**config.mk**
```make
export PLATFORM = sky130hd
export DESIGN_NAME = run_loader
export DESIGN_NICKNAME = d
export VERILOG_FILES = /design/src/rtl/run_loader.sv
export SDC_FILE = /design/constraint.sdc
export NUM_CORES = 1
export LEC_CHECK = 0
export CAP_MARGIN = 0
export CORE_UTILIZATION = 34
export CTS_BUF_LIST = sky130_fd_sc_hd__clkbuf_8
export DETAILED_ROUTE_END_ITERATION = 7
export GPL_TIMING_DRIVEN = 0
export HOLD_SLACK_MARGIN = 0.03
export PLACE_DENSITY = 0.66
export RECOVER_POWER = 25
export SETUP_SLACK_MARGIN = 0.4
export SLEW_MARGIN = 10
export SYNTH_ARGS = -nofsm -noshare
export SYNTH_HDL_FRONTEND = slang
export SYNTH_SLANG_ARGS = --single-unit
export TNS_END_PERCENT = 100
```
**constraint.sdc**
```tcl
create_clock -name clk -period 4.6 [get_ports clk]
set_clock_uncertainty 0.2 [all_clocks]
set_input_delay 0.69 -clock clk [delete_from_list [all_inputs] [get_ports clk]]
set_output_delay 0.69 -clock clk [all_outputs]
set_load 0.03 [all_outputs]
```
**src/rtl/run_loader.sv**
```systemverilog
// run_loader: host load -> processor run -> result drain sequencer.
// Defining RUN_LOADER_CHKSUM_EN appends a mod-256 checksum byte to each drain.
module run_loader #(
  parameter int AW      = 8,
  parameter int LD_BASE = 0,
  parameter int LD_LEN  = 64,
  parameter int RD_BASE = 64,
  parameter int RD_LEN  = 32,
  parameter int TIMEOUT = 4096,
  parameter int TW      = 16
) (
  input  logic          clk,
  input  logic          reset,
  input  logic          in_valid,
  input  logic [7:0]    in_data,
  output logic          in_ready,
  output logic          out_valid,
  output logic [7:0]    out_data,
  input  logic          out_ready,
  output logic          mem_wr_en,
  output logic [AW-1:0] mem_addr,
  output logic [7:0]    mem_wdata,
  input  logic [7:0]    mem_rdata,
  output logic          cpu_reset,
  output logic          cpu_req,
  input  logic          cpu_done,
  output logic          busy,
  output logic          err_timeout
);
  localparam int LW = $clog2(LD_LEN + 1);
`ifdef RUN_LOADER_CHKSUM_EN
  localparam int NB = RD_LEN + 1;
`else
  localparam int NB = RD_LEN;
`endif
  localparam int RW = $clog2(NB + 1);
  typedef enum logic [2:0] {IDLE, LOAD, START, RUN, DRAIN} state_t;
  state_t          r_state;
  logic [LW-1:0]   r_ld_cnt;
  logic [RW-1:0]   r_rd_cnt;
  logic [TW-1:0]   r_run_cnt;
  logic            r_out_valid, r_cpu_reset, r_cpu_req, r_err;
  logic [7:0]      r_out_data;
  logic            w_load_phase, w_acc, w_pull, w_last;
  logic [7:0]      w_byte;
  assign w_load_phase = r_state == IDLE || r_state == LOAD;
  assign w_acc        = in_valid & w_load_phase;
  assign w_pull       = r_state == DRAIN && (!r_out_valid || out_ready) && r_rd_cnt != RW'(NB);
  assign w_last       = r_out_valid && out_ready && r_rd_cnt == RW'(NB);
  assign in_ready     = w_load_phase;
  assign mem_wr_en    = w_acc;
  assign mem_wdata    = in_data;
  assign mem_addr     = w_load_phase ? AW'(LD_BASE) + AW'(r_ld_cnt) :
                        r_state == DRAIN ? AW'(RD_BASE) + AW'(r_rd_cnt) : '0;
  assign busy         = r_state != IDLE;
  assign out_valid    = r_out_valid;
  assign out_data     = r_out_data;
  assign cpu_reset    = r_cpu_reset;
  assign cpu_req      = r_cpu_req;
  assign err_timeout  = r_err;
`ifdef RUN_LOADER_CHKSUM_EN
  logic [7:0] r_sum;
  // the beat after the last data byte carries the running sum instead of memory
  assign w_byte = r_rd_cnt == RW'(RD_LEN) ? r_sum : mem_rdata;
  always_ff @(posedge clk or posedge reset) begin
    if (reset) r_sum <= '0;
    else if (r_state != DRAIN) r_sum <= '0;
    else if (w_pull) r_sum <= r_sum + mem_rdata;
  end
`else
  assign w_byte = mem_rdata;
`endif
  always_ff @(posedge clk or posedge reset) begin
    if (reset) begin
      r_state     <= IDLE;
      r_ld_cnt    <= '0;
      r_rd_cnt    <= '0;
      r_run_cnt   <= '0;
      r_out_valid <= 1'b0;
      r_out_data  <= '0;
      r_cpu_reset <= 1'b1;
      r_cpu_req   <= 1'b0;
      r_err       <= 1'b0;
    end else begin
      r_cpu_req <= 1'b0;
      case (r_state)
        IDLE, LOAD: if (w_acc) begin
          if (r_state == IDLE) r_err <= 1'b0;
          if (r_ld_cnt == LW'(LD_LEN - 1)) begin
            r_ld_cnt    <= '0;
            r_run_cnt   <= '0;
            r_cpu_reset <= 1'b0;
            r_cpu_req   <= 1'b1;
            r_state     <= START;
          end else begin
            r_ld_cnt <= r_ld_cnt + LW'(1);
            r_state  <= LOAD;
          end
        end
        START: r_state <= RUN;
        // done takes priority over a timeout landing in the same cycle
        RUN: if (cpu_done || r_run_cnt == TW'(TIMEOUT - 1)) begin
          r_err       <= !cpu_done;
          r_cpu_reset <= 1'b1;
          r_rd_cnt    <= '0;
          r_state     <= DRAIN;
        end else r_run_cnt <= r_run_cnt + TW'(1);
        DRAIN: if (w_last) begin
          r_out_valid <= 1'b0;
          r_state     <= IDLE;
        end else if (w_pull) begin
          r_out_data  <= w_byte;
          r_out_valid <= 1'b1;
          r_rd_cnt    <= r_rd_cnt + RW'(1);
        end
        default: r_state <= IDLE;
      endcase
    end
  end
endmodule
```
* After elaboration in Yosys (flattened, before gate mapping)
Index checks and enable logic that the tools add are counted.
** Cells by class
- Mux-type cells :: 29
- $add $sub $neg :: 4
- Bitwise operators :: 2
- Reduce and logical (&&, ||, !) cells :: 23
- Eq/ne operators :: 16
** Operator list (number)
- $mux 16 :: 3
- $pmux 16 s2 :: 1
- $mux 6 :: 3
- $add 16x1->16 const B :: 1
- $eq 16x12->1 const B :: 1
- $mux 8 :: 2
- $ne 2x2->1 const B :: 8
- $reduce_and 4->1 :: 4
- $pmux 3 s4 :: 1
- $pmux 6 s2 :: 1
- $mux 1 :: 11
- $mux 3 :: 3
- $add 7x6->8 const A :: 1
- $add 7x1->7 const B :: 1
- $eq 7x6->1 const B :: 1
- $mux 7 :: 1
- $add 6x1->6 const B :: 1
- $eq 3x2->1 const B :: 2
- $eq 6x6->1 const B :: 1
- $ne 6x6->1 const B :: 1
- $reduce_and 3->1 :: 2
- $reduce_bool 2->1 :: 3
- $logic_and 1x1->1 :: 4
- $pmux 1 s2 :: 2
- other kinds (11) :: 15
** Word-level totals
- Bits of input ports :: 21
- Output and inout port bits :: 31
- Flip-flop bits (word level) :: 44

* Longest topological paths before layout
- Depth in word-level cells :: 7
- Mapped depth :: 8

* Worst setup path after synthesis
No wires, ideal clock.
- Path kind :: reg2out
- From :: reg r_state[1]
- To :: out mem_addr[0]
- Path slack :: 1.955 ns
- Stages on the path, launching flop included :: 4
- Data arrival time :: 1.755 ns
- Path buffers :: 1
- Cell sequence :: dfrtp_1 > or3b_2 > clkbuf_1 > o21ai_0
** Between the ends
- Cells in the longest elaborated chain, start to end :: 3
- Elaborated cells between the ends (all ways) :: 6
- Those cells by class :: 2 x eq/ne; 2 x mux; 2 x reduce/logical
** Ends and longest elaborated chain
- from (decl) :: line 38 : state_t r_state;
- from (signal assigned) :: line 75 : r_state <= IDLE;
- from (signal assigned) :: line 94 : r_state <= START;
- from (signal assigned) :: line 97 : r_state <= LOAD;
- $eq 3x3->1 (tied with other cells) :: line 54 : r_state == DRAIN ? AW'(RD_BASE) + AW'(r_rd_cnt) : '0;
- $mux 8 or $logic_or 1x1->1 (tied branches) :: line 54, 46
- $mux 8 (*) :: line 53 : assign mem_addr = w_load_phase ? AW'(LD_BASE) + AW'(r_ld_cnt) :
- to (decl) :: line 21 : output logic [AW-1:0] mem_addr,
Mark *: on every way between the ends. The rest lies on a longest branch, timed or not.

* Worst setup path in the final report
- From :: reg r_state[1]
- To :: out mem_addr[1]
Same word-level chain as after synthesis.

==> summary.txt <==
Status
  – Result of the run: finished with violations
  – Violations in the final reports: design-rule violations

Finish
  – Commonest non-fill, non-tap cell in the layout: dfrtp_1
  – Synth-to-layout area growth: 26.2%
  – Layout cells sized above 1: 0.123
  – Fill cell instance count of the final layout: 642
  – Final std cell area, no fill: 2950 sq um
  – Diodes inserted: 0
  – Area of the multi-input gates: 1080 sq um
  – Flip-flop and latch area: 1100 sq um
  – Net count, final: ~320
  – Final design utilization: 0.453
  – Most frequent cells in the layout: dfrtp_1, clkdlybuf4s50_1, nand2_1

Yosys
  – Net count of the mapped netlist: 266
  – Top area cells in the synthesized netlist: dfrtp_1, nand2_1, o21ai_0
  – Flip-flop and latch count after synthesis: 44
  – Async set or reset register ratio after synthesis: 1.00
  – Post-synthesis sequential area ratio: 0.472
  – Number of flops mapped to enable cells by yosys: 0
  – Synthesized instance count: 241
  – Mapped cell area: 2330 sq um
  – Number of warnings reported in the yosys synthesis log: 0
  – Cell taking the most area after synthesis: dfrtp_1
  – Unique cell type count in the Yosys netlist: 48
  – Commonest register cell after synthesis: dfrtp_1
  – Fraction of synthesized cell area taken by the top area cell type: 0.461
  – Syn Area/Cell: between 9 and 10 sq um

CTS
  – Number of resized instances in the post-cts repair step: 0
  – Post-CTS setup repair buffer count: 0
  – Cts bufs inserted: 5
  – Clk slew on worst S/H paths: 0.08 ns
  – CTS tree: done
  – Worst-Skew Late Latency: 0.30 ns
  – Clock root cell: clkbuf_8
  – Number of buffers inserted for hold repair after clock tree synthesis: 0
  – Clk sink count: 44
  – Max Buffers Root-to-Sink: 2
  – H-Tree Depth: 2

Place
  – Weighted congestion reported at the end of routability-driven placement: roughly 0.8
  – Cell area after placement: 2880 sq um
  – Detailed-placement wirelength estimate: 3.84 mm
  – IO Port Bufs: between 40 and 50

STA
  – # setup viols final: 0
  – Final Max Tran Viols: 0
  – Slew at the pin closest to its max-slew limit: between 1 and 1.5 ns
  – Worst max-slew margin expressed relative to the limit: 0.216
  – Fin crit period: 3.33 ns
  – Final period util: 0.723
  – Timing-limited maximum frequency: 301 MHz
  – RSZ-0062 raised after global routing: no
  – Final Hold Fails: 0
  – Post-route setup TNS: 0 ns
  – Minimum hold slack: 0.266 ns

Pwr
  – Clock share of power: 0.279
  – Sequential group share of total power: 0.501
  – P_int: 618 uW
  – Ratio of total power to cell area: 300 nW/um^2
  – Net switching power figure: 266 uW
  – Portion of total power attributed to combinational logic: 0.220
  – Overall power of the completed layout: between 800 and 900 uW
  – Leakage: around 1.3 nW
  – Worst IR Drop VDD: ~0.16 mV
  – Switching share of total power: 0.301

Worst setup path
  – Register-to-register setup slack: between 2 and 2.5 ns
  – Data required time at the worst endpoint: 3.71 ns
  – Crit path launch: r_state[1]
  – Number of cells traversed by the worst register-to-register path: 5
  – Critical Path AT: 2.44 ns
  – Type of the worst setup path: register to output port
  – Largest fanout on the critical path: 9
  – Last element of the critical path: mem_addr[1]
  – CP Launch Type: register
  – Crit end category: output port
  – Source of the worst register-to-register timing path: r_run_cnt[13]
  – Endpoint of the most critical register-to-register path: r_rd_cnt[0]

Drt
  – Total wire length after detailed routing: 5.27 mm
  – Total via count after detailed routing: 2,002
  – Vias per inst: 5.43
  – Number of iterations in the first detailed-routing pass: 8
  – Remaining antenna violation count: 0
  – Final routed DRC violation total: 3
  – Drt initial violations: approximately 140
  – Routed len/inst: 14.3 um

Global route
  – Overflow left after global routing: 0
  – Largest net degree at the start of global routing: 24
  – First-pass GRT wire length: 9.12 mm
  – Antenna violations before repair: 0
  – Vias in the first global route: 1,979
  – Global routing usage summed across all routing layers: 0.159

Floorplanning
  – IO Pins: between 50 and 60
  – Site Rows: 29
  – Die ar.: 7200 sq um
  – Die Ht: ~85 um
  – Core area: ~6500 sq um
  – Horizontal extent of the die: 84.9 um
  – Starting Density: 0.359

Min path
  – Number of cells on the worst hold path: 2
  – Worst hold-check path type: register to register

Job
  – Max-Cap Viols: 0
## routing by layer
metal / wire (um) / up-vias / global-route usage
met5: 0 / - / 0
met4: 61 / 0 / 0.0632
met3: 344 / 7 / 0.0438
met2: 2400 / 67 / 0.251
met1: 2470 / 958 / 0.208
li1: - / 970 / -
## Yosys cell counts (all sizes together) (3+ instances only)
| master | instances |
|---|---|
| a31oi | 4 |
| buf | 14 |
| and2 | 3 |
| a22o | 4 |
| a21oi | 5 |
| xnor2 | 3 |
| nor2 | 15 |
| nand2 | 28 |
| a21o | 3 |
| o31ai | 9 |
| nor3 | 4 |
| o21ai | 28 |
| o41ai | 3 |
| inv | 9 |
| dfrtp | 43 |
| mux2 | 8 |
| nand4 | 8 |
| a41oi | 3 |
| nand3 | 14 |
| ha | 4 |
| nand2b | 3 |
## flip-flops by register name (all words and copies together), names as in the netlist
signal and count:
r_run_cnt 16, r_rd_cnt 6, cpu_reset 1, r_ld_cnt 7, err_timeout 1, out_data 8, cpu_req 1, r_state 3
out_valid 1
## power groups by stage
stage / logic, mW / clock network (mW) / registers (mW)
3_5_place_dp: 0.201 / 0 / 0.449
6_report: 0.195 / 0.247 / 0.443
4_1_cts: 0.201 / 0.256 / 0.442
2_1_floorplan: 0.121 / 0 / 0.442
5_1_grt: 0.211 / 0.271 / 0.448
3_3_place_gp: 0.194 / 0 / 0.449
## metrics by stage
stage               instances  setup slack, ns
floorplan                 241             1.95
global placement          360             1.38
detailed placement        361             1.37
CTS                       369             1.28
global route              369             1.10
finish                    369             1.27
## cell families (layout without fill, tap and decap cells)
family,Yosys count,count (layout),share of synthesized area
and+or+nand+nor,86,86,0.184
AOI/OAI and AO/OA,67,67,0.194
DFF,44,44,0.472
buffers and inverters,25,76,0.0648
muxes,9,9,0.0429
xor gates and xnor gates,5,5,0.0188
adders and majority gates,4,4,0.0214
other,1,1,0.00161
## area by class of cell
cell class                 count  share of cell area
sequential                    44               0.374
tap                           77              0.0327
clock buffer                   6              0.0280
clock inverter                 2             0.00255
timing repair buffer          43               0.144
inverter                       9              0.0115
buffer                        16              0.0399
multi-input combinational    172               0.367
## critical path: stages (launching register included)
cell and delay, ns:
dfrtp_1 0.46, or3b_2 0.48, clkbuf_1 0.22, nor2_1 0.20
a21o_1 0.12, clkdlybuf4s50_1 0.66
## how the worst min path moves through the flow
stage	start	to	slack, ns
floorplan	r_run_cnt[15]	r_run_cnt[15]	0.25
global placement	cpu_reset	cpu_reset	0.25
detailed placement	cpu_reset	cpu_reset	0.27
CTS	cpu_reset	cpu_reset	0.28
global route	cpu_reset	cpu_reset	0.30
finish	cpu_reset	cpu_reset	0.27
No activity file was read; power rests on OpenSTA's default activity.
